===== config.mk =====
export PLATFORM = sky130hd
export DESIGN_NAME = reg_file_alu_pipe
export DESIGN_NICKNAME = d
export VERILOG_FILES = /design/src/rtl/reg_file_alu_pipe.sv
export SDC_FILE = /design/constraint.sdc
export NUM_CORES = 1
export LEC_CHECK = 0
export BUFFER_PORTS_ARGS = -buffer_cell sky130_fd_sc_hd__buf_2
export CORE_MARGIN = 2
export CORE_UTILIZATION = 50
export DETAILED_ROUTE_END_ITERATION = 8
export PLACE_DENSITY_LB_ADDON = 0.2
export SLEW_MARGIN = 20
export SYNTH_ARGS = -nofsm -noshare
export SYNTH_HDL_FRONTEND = slang
export SYNTH_SLANG_ARGS = --single-unit

===== constraint.sdc =====
create_clock -name clk -period 6.4 [get_ports clk]
set_input_delay 1.6 -clock clk [delete_from_list [all_inputs] [get_ports clk]]
set_output_delay 1.6 -clock clk [all_outputs]
set_load 0.05 [all_outputs]

===== src/rtl/reg_file_alu_pipe.sv =====
// Register file plus ALU as a two-stage pipeline: stage 1 reads operands (with a
// bypass from the executing op), stage 2 computes, writes back and updates NZCV.
module reg_file_alu_pipe #(
  parameter int DATA_W  = 8,
  parameter int ADDR_W  = 4,
  parameter bit R0_ZERO = 1'b1
) (
  input  logic              clk,
  input  logic              reset,
  input  logic              in_valid,
  input  logic [ADDR_W-1:0] RA1,
  input  logic [ADDR_W-1:0] RA2,
  input  logic [ADDR_W-1:0] WA,
  input  logic              RegWrite,
  input  logic              ALUSrc,
  input  logic [2:0]        ALUControl,
  input  logic [DATA_W-1:0] external_data_in,
  output logic [DATA_W-1:0] ALUResult,
  output logic              out_valid,
  output logic [3:0]        flags,
  input  logic [ADDR_W-1:0] DA,
  output logic [DATA_W-1:0] DD
);

  localparam int NREGS = 2 ** ADDR_W;
  localparam int SH_W  = (DATA_W > 1) ? $clog2(DATA_W) : 1;
  localparam int MSB   = DATA_W - 1;

  localparam logic [2:0] OP_ADD = 3'b000;
  localparam logic [2:0] OP_SUB = 3'b001;
  localparam logic [2:0] OP_AND = 3'b010;
  localparam logic [2:0] OP_OR  = 3'b011;
  localparam logic [2:0] OP_XOR = 3'b100;
  localparam logic [2:0] OP_SLL = 3'b101;
  localparam logic [2:0] OP_SRL = 3'b110;
  localparam logic [2:0] OP_PASS = 3'b111;

  logic [DATA_W-1:0] regs_r [NREGS];

  logic              s1_valid_r;
  logic [DATA_W-1:0] s1_a_r;
  logic [DATA_W-1:0] s1_b_r;
  logic [ADDR_W-1:0] s1_wa_r;
  logic              s1_we_r;
  logic [2:0]        s1_op_r;

  logic [DATA_W:0]   sum_s;
  logic [DATA_W:0]   diff_s;
  logic [DATA_W-1:0] alu_res_s;
  logic              carry_s;
  logic              ovf_s;
  logic [3:0]        alu_flags_s;
  logic              wb_en_s;
  logic [DATA_W-1:0] rd_a_s;
  logic [DATA_W-1:0] rd_b_s;
  logic [DATA_W-1:0] opa_s;
  logic [DATA_W-1:0] opb_s;

  // Writes to a hardwired R0 are dropped here, which also disables the R0 bypass.
  assign wb_en_s = s1_valid_r && s1_we_r && !(R0_ZERO && (s1_wa_r == {ADDR_W{1'b0}}));

  assign DD = (R0_ZERO && (DA == {ADDR_W{1'b0}})) ? {DATA_W{1'b0}} : regs_r[DA];

  // ALU and flag generation for the op held in stage 1.
  always_comb begin
    sum_s     = {1'b0, s1_a_r} + {1'b0, s1_b_r};
    diff_s    = {1'b0, s1_a_r} - {1'b0, s1_b_r};
    alu_res_s = {DATA_W{1'b0}};
    carry_s   = 1'b0;
    ovf_s     = 1'b0;
    case (s1_op_r)
      OP_ADD: begin
        alu_res_s = sum_s[DATA_W-1:0];
        carry_s   = sum_s[DATA_W];
        ovf_s     = (s1_a_r[MSB] == s1_b_r[MSB]) && (sum_s[MSB] != s1_a_r[MSB]);
      end
      OP_SUB: begin
        alu_res_s = diff_s[DATA_W-1:0];
        carry_s   = diff_s[DATA_W];
        ovf_s     = (s1_a_r[MSB] != s1_b_r[MSB]) && (diff_s[MSB] != s1_a_r[MSB]);
      end
      OP_AND:  alu_res_s = s1_a_r & s1_b_r;
      OP_OR:   alu_res_s = s1_a_r | s1_b_r;
      OP_XOR:  alu_res_s = s1_a_r ^ s1_b_r;
      OP_SLL:  alu_res_s = s1_a_r << s1_b_r[SH_W-1:0];
      OP_SRL:  alu_res_s = s1_a_r >> s1_b_r[SH_W-1:0];
      OP_PASS: alu_res_s = s1_b_r;
      default: alu_res_s = s1_b_r;
    endcase
    alu_flags_s = {alu_res_s[MSB], (alu_res_s == {DATA_W{1'b0}}), carry_s, ovf_s};
  end

  // Operand read with forwarding of the result being written back this edge.
  always_comb begin
    rd_a_s = (R0_ZERO && (RA1 == {ADDR_W{1'b0}})) ? {DATA_W{1'b0}} : regs_r[RA1];
    rd_b_s = (R0_ZERO && (RA2 == {ADDR_W{1'b0}})) ? {DATA_W{1'b0}} : regs_r[RA2];
    if (wb_en_s && (s1_wa_r == RA1)) begin
      opa_s = alu_res_s;
    end else begin
      opa_s = rd_a_s;
    end
    if (ALUSrc) begin
      opb_s = external_data_in;
    end else if (wb_en_s && (s1_wa_r == RA2)) begin
      opb_s = alu_res_s;
    end else begin
      opb_s = rd_b_s;
    end
  end

  // Register array write-back.
  always_ff @(posedge clk) begin
    if (reset) begin
      for (int i = 0; i < NREGS; i++) begin
        regs_r[i] <= {DATA_W{1'b0}};
      end
    end else if (wb_en_s) begin
      regs_r[s1_wa_r] <= alu_res_s;
    end
  end

  // Stage-1 latches and registered stage-2 outputs; results hold across bubbles.
  always_ff @(posedge clk) begin
    if (reset) begin
      s1_valid_r <= 1'b0;
      s1_a_r     <= {DATA_W{1'b0}};
      s1_b_r     <= {DATA_W{1'b0}};
      s1_wa_r    <= {ADDR_W{1'b0}};
      s1_we_r    <= 1'b0;
      s1_op_r    <= 3'b000;
      out_valid  <= 1'b0;
      ALUResult  <= {DATA_W{1'b0}};
      flags      <= 4'b0000;
    end else begin
      s1_valid_r <= in_valid;
      if (in_valid) begin
        s1_a_r  <= opa_s;
        s1_b_r  <= opb_s;
        s1_wa_r <= WA;
        s1_we_r <= RegWrite;
        s1_op_r <= ALUControl;
      end
      out_valid <= s1_valid_r;
      if (s1_valid_r) begin
        ALUResult <= alu_res_s;
        flags     <= alu_flags_s;
      end
    end
  end

endmodule


Word-level counts from Yosys, hierarchy flattened. Memory sizes are Yosys's and may differ from the RTL's. Cells that the tools add are included.

Register bits: 38. Memory bits (writable): 128. Input bits: 32. Output and inout port bits: 21. Logic and storage cells: 61. Memories kept: 1.

Memory list: regs_r (words 16, width 8, rd ports 3, clocked after Yosys merged registers in 0, write ports 16, RTL line 38) `logic [DATA_W-1:0] regs_r [NREGS];`.

Add/sub/neg operators: 2. Eq/ne operators: 13. Shift operators: 2. Mux-type cells: 17. Bitwise gates (word level): 3. Reductions and logical operators: 14.

Operators by type and width (number): case mux 8 bit (8 select lines) (1); 2-to-1 mux 8 bit (7); logical NOT 4 bit (4); equality test 3 bit (second input constant) (4); adder 8 x 8 -> 9 bit (1); subtractor 8 x 8 -> 9 bit (1); AND 8 bit (1); equality test 4 bit (2); logical NOT 8 bit (1); OR 8 bit (1); OR reduction 8 bit (1); left shift 8 x 3 -> 8 bit (1); right shift 8 x 3 -> 8 bit (1); bitwise XOR 8 bit (1); equality test 3 x 2 -> 1 bit (second input constant) (2); logical AND 1 bit (6); 2-to-1 mux 1 bit (6); 2-to-1 mux 4 bit (1); case mux 1 bit (2 select lines) (2); equality test 3 x 1 -> 1 bit (second input constant) (1); logical NOT 3 bit (1); != test 1 bit (3); equality test 1 bit (1); logical NOT 1 bit (1).

Depth between registers and ports, before layout. Gate-level depths: netlist of the first run.

Depth in word-level cells: 8. Gate-level depth with buffers: 12. Depth with buffers taken out: 10.

Least setup slack after synthesis of the first run. Ideal clock, no wire load.

Path type: input-to-output. From: in DA[0]. To: out DD[0]. Arrival time: 3.445 ns. Required time: 4.800 ns. Setup slack: 1.355 ns. Stages: 5. Buffers on the path: 2. Path through: clkbuf_1 -> buf_2 -> mux4_2 -> mux4_2 -> nor2b_1.

Word-level cells in the longest chain between the ends: 2. Elaborated cells between the ends (all ways): 3. Those cells by class: mux (1); reduce/logical (1); memory (1).

RTL lines: start: declaration (RTL line 21) `input logic [ADDR_W-1:0] DA,`; memory (16 x 8 bit) / logical NOT 4 bit (equally long branches); 2-to-1 mux 8 bit (*) (RTL line 62) `assign DD = (R0_ZERO && (DA == {ADDR_W{1'b0}})) ? {DATA_W{1'b0}} : regs_r[DA];`; end: declaration (RTL line 22) `output logic [DATA_W-1:0] DD`.

Mark *: on every way between the ends. The rest lies on a longest branch, timed or not.

Final worst setup path of the first run.
From: in DA[0]. To: out DD[1].

Same word-level chain as after synthesis.

==> impl_metrics.py, run 1 <==
metrics = {
    "status": {
        "status": "completed",
    },
    "sta": {
        "final.min_clock_period_ns": 5.20,
        "tightest_slew_ns": 1.22,
        "slew_viol_final": 0,
        "fin_crit_sh_pct": 81.3,
        "fmaxAchievable_mhz": 192,
        "rsz0062_at_grt": "false",
        "slew-limit-headroom_pct": 17.7,
        "setup_violations": 0,
        "fin_skew_ns": 0.0160,
        "hold_viol": 0,
        "final.setup.tns_ns": 0,
    },
    "floorplan": {
        "die_y_um": 154,
        "die_x_um": 154,
        "core_area_sq_mm": 0.0219,
        "die_area_sq_mm": 0.0236,
        "placementRows": 54,
        "ioPinCount": 53,
        "start_util_pct": 51.1,
    },
    "critical_path": {
        "reg2reg_from": "s1_valid_r$_SDFF_PP0_",
        "r2r_cells": 4,
        "worst-path-max-fanout": 33,
        "crit_arrival_ns": 3.60,
        "required_ns": 4.80,
        "worst-setup-path-type": "input port to output pin",
        "r2r-end": "regs_r[12][2]$_SDFFCE_PN0P_",
        "worstSetupStartpointType": "input port",
        "endpoint_kind": "output pin",
        "rrSetupSlack_ns": 2.86,
    },
    "synthesis": {
        "synth_flop_cell": "edfxtp_1",
        "ys_ff_latch": 165,
        "syn_avg_cell_area_sq_um": 12.3,
        "ys_seq_area_share_pct": 41.0,
        "ys_types": 82,
        "syn-cell-area_sq_mm": 0.0112,
        "synth_edf_count": 128,
        "async_reset_ff_share_pct": 0,
        "yosysWarnings": 0,
        "syn_inst": 909,
    },
    "pwr": {
        "power.total_mw": 3.00,
        "p_sw_share_pct": 32.6,
        "powerDensity_mw_per_mm2": 248,
        "intPower_mw": 2.02,
        "comb_power_share_pct": 22.4,
        "ir_drop_v": 0.000297,
        "p_leak_nw": 4.30,
        "p_sw_uw": 977,
        "seq_power_share_pct": 42.5,
        "power_frac_clock_pct": 35.2,
    },
    "route": {
        "wirelength_mm": 33.4,
        "dr.pass1.iters": 6,
        "vias": 8109,
        "drtIter0Drc": 951,
        "antenna_left": 0,
        "route.detailed.drc": 0,
        "vias_per_cell": 6.71,
        "wl_per_cell_um": 27.6,
    },
    "grt": {
        "grt_usage_pct": 28.7,
        "grt_pass1_wl_mm": 49.9,
        "antenna_found_initial": 0,
        "gr-usage-met1_pct": 41.1,
        "grt_pass1_vias": 7699,
        "grt_max_degree": 51,
        "grt_use_met3_pct": 5.95,
        "busiest_layer": "met2",
        "use_met2_pct": 42.1,
        "grt-ovfl-total": 0,
    },
    "cells_and_area": {
        "diodes": 0,
        "nets": 975,
        "final_common_cell": "nor2_1",
        "area_growth_pct": 8.15,
        "drive_gt1_share_pct": 26.8,
        "layout_common_cells": "nor2_1, edfxtp_1, mux4_2",
    },
    "cts": {
        "clk_latency_ns": 0.43,
        "clk_path_buf_depth": 2,
        "cts_resized": 0,
        "cts_tree": "done",
        "ctsHoldBuffers": 0,
        "cts_setup_buffers": 0,
        "cts.clk_slew.worst_paths_ns": 0.07,
        "cts-root-buf": "clkbuf_16",
        "cts_made_buffers": 17,
        "cts.sink_count": 165,
        "h-tree-depth": 4,
    },
    "flow_run": {
        "max_cap_viol_count": 0,
    },
    "placement": {
        "place_hpwl_mm": 24.3,
        "port_buffers": 52,
        "gp_congestion": 0.974,
    },
    "hold_path": {
        "min_from": "flags[0]$_SDFFE_PP0P_",
        "holdPathStages": 2,
        "hp-class": "register to register",
        "holdPathEnd": "flags[0]$_SDFFE_PP0P_",
    },
}
[cell families (layout without fill, tap and decap cells)]
kind of cell / Yosys count / in the layout / share of synthesized area [%]
buf+inv: 124 / 137 / 5.39
other cells: 1 / 8 / 0.0335
compound gates: 118 / 118 / 7.86
flops: 165 / 165 / 41.0
fa+ha+maj: 27 / 27 / 3.15
mux: 148 / 148 / 28.0
xor+xnor: 12 / 12 / 0.939
simple gates: 314 / 314 / 13.7
[synthesized netlist by cell type (all sizes together), types with 3 or more instances]
cell | count | area [sq um]
a211oi | 10 | 75.1
a21oi | 19 | 95.1
a221oi | 3 | 26.3
a311oi | 3 | 26.3
a31oi | 5 | 31.3
and3 | 3 | 18.8
buf | 43 | 289
clkbuf | 38 | 153
dfxtp | 37 | 741
edfxtp | 128 | 3840
ha | 25 | 313
inv | 42 | 158
mux2i | 17 | 170
mux4 | 130 | 2950
nand2 | 35 | 139
nand2b | 30 | 188
nand3 | 16 | 80.1
nand3b | 3 | 22.5
nand4 | 4 | 25.0
nor2 | 167 | 652
nor2b | 21 | 131
nor3 | 11 | 71.3
nor3b | 7 | 62.6
nor4 | 4 | 25.0
o211ai | 9 | 67.6
o21a | 3 | 22.5
o21ai | 19 | 106
o21bai | 3 | 22.5
o221ai | 4 | 35.0
o22ai | 9 | 56.3
o32ai | 3 | 63.8
or4 | 3 | 22.5
xnor2 | 8 | 70.1
xor2 | 4 | 35.0
[layer usage]
| layer | part of all wire, % | wire, um |
|---|---|---|
| met1 | 40 | 13300 |
| met2 | 45 | 15000 |
| met3 | 11 | 3580 |
| met4 | 4.6 | 1540 |
| met5 | 0 | 0 |
[worst max-delay path, cell delays in order]
cell and delay, ns:
buf_4 0.49, mux4_2 0.60, mux4_2 0.52, nor2b_1 0.15, buf_2 0.23
[power by group through the flow]
stage / Clock, mW / Sequential, mW / Combinational [mW]
final: 1.06 / 1.27 / 0.671
after global routing: 1.11 / 1.28 / 0.714
after CTS: 1.07 / 1.27 / 0.659
after detailed placement: 0 / 1.29 / 0.656
after global placement: 0 / 1.29 / 0.651
after floorplan: 0 / 1.27 / 0.499
[final cells by class]
class	instances	area, sq um
timing repair buffer	62	349
tap	280	350
clock inverter	15	190
clock buffer	17	425
sequential	165	4580
multi-input combinational	627	6040
fill	1841	9790
inverter	43	161
[stage by stage]
stage	std cells	area [sq um]	hold slack, ns	utilization, %	setup WS [ns]
after CTS	1207	12100	0.473	55.1	0.810
after detailed placement	1175	11400	0.461	52.3	0.803
after global placement	1175	11400	0.456	52.3	0.858
after global routing	1209	12100	0.501	55.3	1.08
after floorplan	916	11200	0.460	-	1.36
final	1209	12100	0.476	55.3	1.20
[how the worst max path moves through the flow]
stage | startpoint | slack [ns] | cells past startpoint | endpoint
2_1_floorplan | DA[0] | 1.36 | 5 | DD[0]
3_3_place_gp | DA[0] | 0.86 | 5 | DD[1]
3_5_place_dp | DA[0] | 0.80 | 5 | DD[1]
4_1_cts | DA[0] | 0.81 | 5 | DD[1]
5_1_grt | DA[0] | 1.08 | 5 | DD[1]
6_report | DA[0] | 1.20 | 5 | DD[1]
[state kept, by name, summed over array words and instances (netlist names)]
name / count
s1_a_r: 8
flags: 3
s1_we_r: 1
s1_op_r: 3
s1_wa_r: 4
s1_b_r: 8
out_valid: 1
regs_r: 128
ALUResult: 8
s1_valid_r: 1
No activity file was read; power rests on OpenSTA's default activity.
==> run 2: changes to the inputs <==
Clock period 6.4 ns to 4.9 ns, I/O delays scaled along.
==> impl_metrics.py, run 2 (synthesized netlist as in run 1, its figures left out) <==
metrics = {
    "grt": {
        "grt_pass1_wl_mm": 50.7,
        "grt_usage_pct": 29.2,
        "gr-usage-met1_pct": 41.4,
        "busiest_layer": "met2",
        "grt-ovfl-total": 0,
        "grt_use_met3_pct": 5.61,
        "antenna_found_initial": 0,
        "grt_pass1_vias": 7744,
        "use_met2_pct": 44.3,
        "grt_max_degree": 52,
    },
    "placement": {
        "gp_congestion": 0.982,
        "dp_slack_ns": 0.540,
        "port_buffers": 52,
        "place_hpwl_mm": 24.8,
    },
    "sta": {
        "slew-limit-headroom_pct": 33.3,
        "setup_violations": 0,
        "slew_viol_final": 0,
        "worst_slack_ns": 0.530,
        "holdWs_ns": 0.474,
        "rsz0062_at_grt": "false",
        "fmaxAchievable_mhz": 229,
        "hold_viol": 0,
        "fin_crit_sh_pct": 89.2,
        "tightest_slew_ns": 1.00,
        "fin_skew_ns": 0.0154,
        "final.setup.tns_ns": 0,
        "final.min_clock_period_ns": 4.37,
    },
    "pwr": {
        "power_frac_clock_pct": 37.4,
        "seq_power_share_pct": 40.8,
        "p_sw_share_pct": 30.3,
        "intPower_mw": 2.84,
        "comb_power_share_pct": 21.8,
        "p_sw_mw": 1.24,
        "powerDensity_mw_per_mm2": 334,
        "ir_drop_v": 0.000222,
        "p_leak_nw": 4.36,
    },
    "cells_and_area": {
        "area.sequential_sq_mm": 0.00458,
        "nets": 980,
        "drive_gt1_share_pct": 27.2,
        "multiInputGateArea_sq_mm": 0.00604,
        "largest_reg_flops": 128,
        "layout_common_cells": "nor2_1, edfxtp_1, mux4_2",
        "n_fill_cell": 1844,
        "area_growth_pct": 9.26,
        "top_register": "regs_r",
        "diodes": 0,
        "final_common_cell": "nor2_1",
    },
    "status": {
        "status": "completed",
    },
    "critical_path": {
        "critPathBufInv": 2,
        "endpoint_kind": "output pin",
        "crit_slowest_cell": "buf_2",
        "worst-path-max-fanout": 33,
        "crit_chain": "buf_2, mux4_2, mux4_2, nor2b_1, buf_2",
        "reg2reg_from": "s1_wa_r[3]$_SDFFE_PP0P_",
        "rrSetupSlack_ns": 1.48,
        "r2r-end": "regs_r[6][1]$_SDFFCE_PN0P_",
        "critical-path-top-delay-family": "multiplexers",
        "required_ns": 3.67,
        "worstSetupStartpointType": "input port",
        "worst-setup-path-type": "input port to output pin",
        "crit_arrival_ns": 3.14,
        "cpPeakStageDelay_ns": 0.59,
        "r2r_cells": 5,
    },
    "floorplan": {
        "die_y_um": 154,
        "start_util_pct": 51.1,
        "placementRows": 54,
        "die_x_um": 154,
        "ioPinCount": 53,
        "die_area_sq_mm": 0.0236,
        "core_area_sq_mm": 0.0219,
    },
    "route": {
        "wirelength_mm": 33.8,
        "antenna_left": 0,
        "route.detailed.drc": 0,
        "dr.pass1.iters": 7,
        "drtIter0Drc": 1073,
        "wl_per_cell_um": 27.8,
        "vias": 8128,
        "vias_per_cell": 6.70,
    },
    "cts": {
        "clk_path_buf_depth": 2,
        "cts_made_buffers": 17,
        "cts.clk_slew.worst_paths_ns": 0.06,
        "cts-root-buf": "clkbuf_16",
        "cts.sink_count": 165,
        "cts_tree": "done",
        "clk_latency_ns": 0.44,
        "cts_setup_buffers": 0,
        "h-tree-depth": 4,
        "ctsHoldBuffers": 0,
        "cts_resized": 0,
    },
    "hold_path": {
        "hp-class": "register to register",
        "holdPathEnd": "flags[0]$_SDFFE_PP0P_",
        "min_from": "flags[0]$_SDFFE_PP0P_",
        "holdPathStages": 2,
    },
    "flow_run": {
        "max_cap_viol_count": 0,
    },
}
==> run 2: cell count changes in the layout (fill, tap and decap cells not counted), sizes merged <==
| cell | delta |
|---|---|
| buf | +5 |
| bufinv | +4 |
| clkbuf | +1 |
| clkinv | -4 |
| inv | -1 |
==> run 2: power groups by stage <==
stage / Clock, mW / Sequential, mW / Combinational, mW
after floorplan: 0 / 1.65 / 0.652
after global routing: 1.60 / 1.67 / 0.946
after CTS: 1.55 / 1.66 / 0.871
after global placement: 0 / 1.69 / 0.861
after detailed placement: 0 / 1.69 / 0.867
final: 1.53 / 1.67 / 0.888
==> run 2: worst min-delay path: cells and delay by family (launching register included) <==
family	cells	cell delay, ns
AO/OA/AOI/OAI	1	0.06
AND/OR/NAND/NOR	1	0.06
flip-flops	1	0.31
==> run 2: worst max path at each step <==
stage          startpoint  endpoint  cells after the start
5_1_grt             DA[1]     DD[1]                      5
2_1_floorplan       DA[0]     DD[0]                      5
3_3_place_gp        DA[1]     DD[1]                      5
4_1_cts             DA[1]     DD[1]                      5
6_report            DA[1]     DD[1]                      5
3_5_place_dp        DA[1]     DD[1]                      5
==> run 2: area by class of cell <==
cell class              count  share of cell area [%]
clock inverters            14                    1.98
multi-input cells         627                    49.4
repair buffers             67                    3.42
clock buffers              18                    3.51
well taps                 280                    2.87
inverters                  43                    1.32
flip-flops and latches    165                    37.5
==> run 2: metal layers <==
layer,part of all wire [%],vias to the layer above
met4,4.7,0
met3,9.2,94
met1,40,4066
li1,-,3505
met2,46,463
met5,0,-
==> run 2: through the flow <==
step                      std cells  cell area (sq um)  utilization (%)  power [mW]
after global placement         1181              11500             52.6        2.55
after floorplan                 916              11200                -        2.30
after global routing           1214              12200             55.8        4.22
after detailed placement       1181              11500             52.6        2.56
after CTS                      1213              12200             55.7        4.08
final                          1214              12200             55.8        4.08
